`src/rtl/sram_like_bridge.sv`:
```
`default_nettype none
// ============================================================================
// Module   : sram_like_bridge
// Purpose  : Bridges a pipeline stage's single-cycle SRAM port
//            (en/wen/addr/wdata, rdata one cycle later) to a split-handshake
//            sram-like bus (req/addr_ok/data_ok). It keeps one access
//            outstanding at a time and raises stallreq to CTRL while that
//            access is in flight.
// Ports    : clk, rst (async, active-high)
//            core side : core_en, core_wen, core_addr, core_wdata -> core_rdata
//            ctrl      : stallreq
//            bus side  : req, wr, size, wstrb, addr, wdata <- addr_ok,
//                        data_ok, rdata
//            optional  : timeout_err (SRAM_BRIDGE_TIMEOUT_EN only)
// Options  : `define SRAM_BRIDGE_TIMEOUT_EN adds a WAIT-state watchdog of
//            TIMEOUT_CYC cycles and the timeout_err pulse output.
// Revision : 1.0 - initial release
// ============================================================================
module sram_like_bridge #(
  parameter int DATA_W      = 32,
  parameter int ADDR_W      = 32,
  parameter int TIMEOUT_CYC = 255
) (
  input  logic                clk,
  input  logic                rst,
  input  logic                core_en,
  input  logic [DATA_W/8-1:0] core_wen,
  input  logic [ADDR_W-1:0]   core_addr,
  input  logic [DATA_W-1:0]   core_wdata,
  output logic [DATA_W-1:0]   core_rdata,
  output logic                stallreq,
  output logic                req,
  output logic                wr,
  output logic [2:0]          size,
  output logic [DATA_W/8-1:0] wstrb,
  output logic [ADDR_W-1:0]   addr,
  output logic [DATA_W-1:0]   wdata,
  input  logic                addr_ok,
  input  logic                data_ok,
`ifdef SRAM_BRIDGE_TIMEOUT_EN
  output logic                timeout_err,
`endif
  input  logic [DATA_W-1:0]   rdata
);

  localparam int       STRB_W    = DATA_W / 8;
  localparam logic [2:0] FULL_SIZE = 3'($clog2(STRB_W));

  // Elaboration-time parameter legality checks.
  generate
    if (DATA_W != 32 && DATA_W != 64) begin : g_bad_data_w
      $error("sram_like_bridge: DATA_W must be 32 or 64");
    end
    if (TIMEOUT_CYC < 1) begin : g_bad_timeout
      $error("sram_like_bridge: TIMEOUT_CYC must be at least 1");
    end
  endgenerate

  typedef enum logic [1:0] {
    IDLE = 2'd0,
    REQ  = 2'd1,
    WAIT = 2'd2
  } state_t;

  state_t                state_q;
  logic                  req_q;
  logic                  wr_q;
  logic [2:0]            size_q;
  logic [STRB_W-1:0]     wstrb_q;
  logic [ADDR_W-1:0]     addr_q;
  logic [DATA_W-1:0]     wdata_q;
  logic [DATA_W-1:0]     core_rdata_q;
  logic [2:0]            size_d;
  logic [3:0]            wen_cnt;
  logic                  timeout_hit;

  // Access size from the byte-enable pattern: a read is always full width;
  // a write of 1/2/4/8 lanes maps to its log2, anything else is full width.
  always_comb begin
    wen_cnt = 4'd0;
    for (int i = 0; i < STRB_W; i++) begin
      wen_cnt = wen_cnt + {3'b000, core_wen[i]};
    end
    case (wen_cnt)
      4'd1:    size_d = 3'd0;
      4'd2:    size_d = 3'd1;
      4'd4:    size_d = 3'd2;
      4'd8:    size_d = 3'd3;
      default: size_d = FULL_SIZE;
    endcase
  end

`ifdef SRAM_BRIDGE_TIMEOUT_EN
  localparam int CNT_W = ($clog2(TIMEOUT_CYC + 1) > 8) ? $clog2(TIMEOUT_CYC + 1) : 8;

  logic [CNT_W-1:0] tmo_cnt_q;
  logic             timeout_err_q;

  // A data_ok in the expiry cycle takes priority over the timeout.
  assign timeout_hit = (state_q == WAIT) && !data_ok &&
                       (tmo_cnt_q == CNT_W'(TIMEOUT_CYC));
  assign timeout_err = timeout_err_q;
`else
  assign timeout_hit = 1'b0;
`endif

  always_ff @(posedge clk or posedge rst) begin
    if (rst) begin
      state_q       <= IDLE;
      req_q         <= 1'b0;
      wr_q          <= 1'b0;
      size_q        <= 3'd0;
      wstrb_q       <= '0;
      addr_q        <= '0;
      wdata_q       <= '0;
      core_rdata_q  <= '0;
`ifdef SRAM_BRIDGE_TIMEOUT_EN
      tmo_cnt_q     <= '0;
      timeout_err_q <= 1'b0;
`endif
    end else begin
`ifdef SRAM_BRIDGE_TIMEOUT_EN
      timeout_err_q <= 1'b0;
`endif
      case (state_q)
        IDLE: begin
          if (core_en) begin
            addr_q  <= core_addr;
            wdata_q <= core_wdata;
            wstrb_q <= core_wen;
            wr_q    <= |core_wen;
            size_q  <= size_d;
            req_q   <= 1'b1;
            state_q <= REQ;
          end
        end
        REQ: begin
          // Bus fields stay frozen until the address is accepted.
          if (addr_ok) begin
            req_q   <= 1'b0;
            state_q <= WAIT;
`ifdef SRAM_BRIDGE_TIMEOUT_EN
            tmo_cnt_q <= '0;
`endif
          end
        end
        WAIT: begin
          if (data_ok) begin
            if (!wr_q) begin
              core_rdata_q <= rdata;
            end
            state_q <= IDLE;
          end
`ifdef SRAM_BRIDGE_TIMEOUT_EN
          else if (timeout_hit) begin
            core_rdata_q  <= '1;
            timeout_err_q <= 1'b1;
            state_q       <= IDLE;
          end else begin
            tmo_cnt_q <= tmo_cnt_q + 1'b1;
          end
`endif
        end
        default: begin
          req_q   <= 1'b0;
          state_q <= IDLE;
        end
      endcase
    end
  end

  // Drops in the data_ok (or expiry) cycle so the held instruction
  // advances on that same edge.
  assign stallreq = ((state_q == IDLE) && core_en) ||
                    (state_q == REQ) ||
                    ((state_q == WAIT) && !data_ok && !timeout_hit);

  assign req        = req_q;
  assign wr         = wr_q;
  assign size       = size_q;
  assign wstrb      = wstrb_q;
  assign addr       = addr_q;
  assign wdata      = wdata_q;
  assign core_rdata = core_rdata_q;

endmodule
`default_nettype wire

```
`config.mk`:
```
export PLATFORM = sky130hd
export DESIGN_NAME = sram_like_bridge
export DESIGN_NICKNAME = d
export VERILOG_FILES = /design/src/rtl/sram_like_bridge.sv
export SDC_FILE = /design/constraint.sdc
export NUM_CORES = 1
export LEC_CHECK = 0
export ABC_AREA = 1
export CAP_MARGIN = 20
export CORE_ASPECT_RATIO = 1.2
export CORE_MARGIN = 2
export CORE_UTILIZATION = 40
export CTS_CLUSTER_DIAMETER = 100
export DETAILED_ROUTE_END_ITERATION = 12
export MAX_ROUTING_LAYER = met4
export PLACE_DENSITY = 0.8
export REMOVE_ABC_BUFFERS = 1
export SYNTH_ARGS = -nofsm -noshare
export SYNTH_HDL_FRONTEND = slang
export SYNTH_SLANG_ARGS = --single-unit
```
`constraint.sdc`:
```
create_clock -name clk -period 4.8 [get_ports clk]
set_clock_uncertainty 0.2 [all_clocks]
set_input_delay 0.96 -clock clk [delete_from_list [all_inputs] [get_ports clk]]
set_output_delay 0.96 -clock clk [all_outputs]
set_load 0.02 [all_outputs]
```
==> flow_metrics.tcl <==
set metrics [dict create \
    result_of_the_run "finished clean" \
    cts_tree "done" \
    rsz_0062_raised_after_global_routing "false" \
    post_synthesis_sequential_element_count 106 \
    post-dp-hpwl_um 8020 \
    power_density_nw_per_um2 689 \
    postRouteWirelength_um 11400 \
    synth_top_cell_by_area "sky130_fd_sc_hd__dfrtp_1" \
    clock_latency_ns 0.33 \
    layout.area.seq_sq_um 2650 \
    die-width_um 97.4 \
    syn_to_final_growth_pct 59.8 \
    firstDrtPassIters 4 \
    synth.cells.most_frequent "273 x sky130_fd_sc_hd__nand2_1, 106 x sky130_fd_sc_hd__dfrtp_1, 36 x sky130_fd_sc_hd__nand3_1" \
    vias_per_cell 4.68 \
    syn_avg_cell_area_sq_um 8.88 \
    maxSlewViolCount 0 \
    synth-seq-area-share 0.633 \
    cts.repair.resized 0 \
    timing.final.crit_period_ns 3.40 \
    fin_setup_tns_ns 0 \
    setup_violations 0 \
    ys.warnings.count 0 \
    holdWs_ns 0.271 \
    fmax_mhz 294 \
    design.die.area_sq_um 11300 \
    drt_iter0_drc 193 \
    track_usage 0.208 \
    maxSlewHeadroom 0.341 \
    die_height_um 116 \
    grt_start_max_net_pins 91 \
    max_cap_violations 0 \
    setup.worst_path.end_class "output pin" \
    grt_antenna_before_repair 0 \
    netlist_top_cells_area "sky130_fd_sc_hd__dfrtp_1 63%, sky130_fd_sc_hd__nand2_1 24%, sky130_fd_sc_hd__nand3_1 4.3%" \
    ctsHoldBuffers 0 \
    design.core.area_sq_um 10100 \
    antenna_cells_inserted 0 \
    drc_errors 0 \
    post_route_cells_drive_above_1_share 0.0413 \
    yosys.cell_count.top_type "sky130_fd_sc_hd__nand2_1" \
    gp_routability_congestion 0.840 \
    setup.worst_path.start_class "input port" \
    number_of_enable_type_register_cells_in_the_synthesized_netlist 0 \
    cts-root-to-sink-buffers 2 \
    yosys.cell_types.count 16 \
    std_cell_rows 40 \
    syn_area_sq_um 4190 \
    synth_ff_type "sky130_fd_sc_hd__dfrtp_1" \
    fill_cells 768 \
    critical_path_required_ns 3.64 \
    syn_inst 472 \
    cts_root_buffer_type "sky130_fd_sc_hd__clkbuf_16" \
    initial_utilization 0.414 \
    crit_path_max_fanout 2 \
    grt_overflow_total 0 \
    worst_pin_slew_ns 0.986 \
    num_io_pins 211 \
    post-cts-setup-buffers 0 \
    type_of_the_tightest_min_delay_check "reg -> reg" \
    avgRoutedWirePerCell_um 14.1 \
    port_buffers 209 \
    via_count_of_the_first_global_routing_pass 3675 \
    ir_drop_v 0.000360 \
    timing.critical_path.arrival_ns 2.24 \
    clock_sinks 106 \
    nets 782 \
    grt_first_pass_wirelength_um 18300 \
    detailroute.via_count 3763 \
    synth_top_cell_area_share 0.633 \
    htreeDepth 3 \
    clock_transition_time_at_the_flip_flop_clock_pins_of_the_worst_setup_and_hold_paths_ns 0.07 \
    async_reset_ff_frac 1.00 \
    multiInputGateArea_sq_um 1350 \
    path_class "in -> out" \
    final-hold-violation-count 0 \
    p_leak_nw 3.30 \
    tcrit_tclk_final 0.709 \
    drtAntennaViolNets 0 \
    tritoncts_buffers 9 \
]
-- area by class of cell --
cell class | count | area share
Sequential cell | 106 | 0.396
Clock buffer | 11 | 0.0363
Inverter | 14 | 0.00823
Multi-Input combinational cell | 327 | 0.202
Tap cell | 126 | 0.0236
Clock inverter | 5 | 0.0116
Timing Repair Buffer | 215 | 0.322
-- sequential cells by signal, summed over array words and instances, names as in the netlist --
| signal | count |
|---|---|
| wr | 1 |
| size | 2 |
| wdata | 32 |
| wstrb | 4 |
| state_q | 2 |
| req | 1 |
| addr | 32 |
| core_rdata | 32 |
-- report_power, final --
| part | switching, mW | internal [mW] |
|---|---|---|
| Sequential | 0.242 | 1.33 |
| Combinational | 1.24 | 1.02 |
| Clock | 0.313 | 0.470 |
| Total | 1.79 | 2.82 |
-- worst max-delay path, stage by stage --
cell and delay (ns):
sky130_fd_sc_hd__clkdlybuf4s50_1 0.50, sky130_fd_sc_hd__nand3_2 0.09, sky130_fd_sc_hd__nand3_1 0.08, sky130_fd_sc_hd__clkdlybuf4s50_1 0.61
-- placed cells by master (no fill, tap or decap) --
cell                              netlist  routed
sky130_fd_sc_hd__nand2_1              273     273
sky130_fd_sc_hd__clkdlybuf4s50_1        0     209
sky130_fd_sc_hd__dfrtp_1              106     106
sky130_fd_sc_hd__nand3_1               36      36
sky130_fd_sc_hd__inv_1                 12      11
sky130_fd_sc_hd__clkbuf_16              0       9
sky130_fd_sc_hd__o21ai_0                7       7
sky130_fd_sc_hd__buf_4                  8       5
sky130_fd_sc_hd__ha_1                   3       3
sky130_fd_sc_hd__inv_2                  2       2
sky130_fd_sc_hd__nor2_2                 2       2
sky130_fd_sc_hd__nand3b_1               2       2
sky130_fd_sc_hd__bufinv_16              0       2
sky130_fd_sc_hd__clkinv_2               0       2
sky130_fd_sc_hd__nor2_4                 0       1
sky130_fd_sc_hd__nand3_2                1       1
sky130_fd_sc_hd__inv_4                  0       1
sky130_fd_sc_hd__fa_1                   1       1
sky130_fd_sc_hd__conb_1                 1       1
sky130_fd_sc_hd__clkbuf_8               0       1
sky130_fd_sc_hd__clkinvlp_4             0       1
sky130_fd_sc_hd__clkbuf_1               3       1
sky130_fd_sc_hd__buf_16                 0       1
-- cell families (layout without fill, tap and decap cells) --
kind of cell	after synthesis	in the layout	synth area share
buffers and inverters	39	245	0.0463
flip-flops	106	106	0.633
other	1	1	0.000895
adder cells (fa/ha/maj)	4	4	0.0137
AND/OR/NAND/NOR	315	315	0.297
AO/OA/AOI/OAI	7	7	0.00836
-- worst paths after layout --
path | slack [ns] | start | cells past startpoint | end
min reg2reg | 0.27 | core_rdata[28]$_DFFE_PP0P_ | 2 | core_rdata[28]$_DFFE_PP0P_
max reg2reg | 2.59 | state_q[0]$_DFFE_PP0P_ | 5 | core_rdata[8]$_DFFE_PP0P_
min | 0.27 | core_rdata[28]$_DFFE_PP0P_ | 2 | core_rdata[28]$_DFFE_PP0P_
min in group asynchronous | 0.81 | rst | 2 | core_rdata[3]$_DFFE_PP0P_
max | 1.40 | core_en | 4 | stallreq
max in group asynchronous | 2.96 | rst | 3 | addr[11]$_DFFE_PP0P_
-- metal layers --
metal | global-route usage | vias to the layer above | routed length (um)
li1 | - | 1842 | -
met1 | 0.282 | 1736 | 5010
met2 | 0.325 | 171 | 5320
met3 | 0.0437 | 14 | 918
met4 | 0.0528 | 0 | 119
met5 | - | - | 0
-- metrics by stage --
step / std cells / util / worst slack [ns] / instance area (sq um) / power, mW
4_1_cts: 803 / 0.659 / 1.40 / 6670 / 4.65
2_1_floorplan: 447 / - / 0.851 / 4050 / 2.66
3_3_place_gp: 787 / 0.628 / 1.40 / 6340 / 3.79
6_report: 804 / 0.662 / 1.40 / 6690 / 4.61
3_5_place_dp: 787 / 0.628 / 1.40 / 6340 / 3.85
5_1_grt: 804 / 0.662 / 1.35 / 6690 / 4.89
Note: power is estimated with default switching activity, not from simulation.
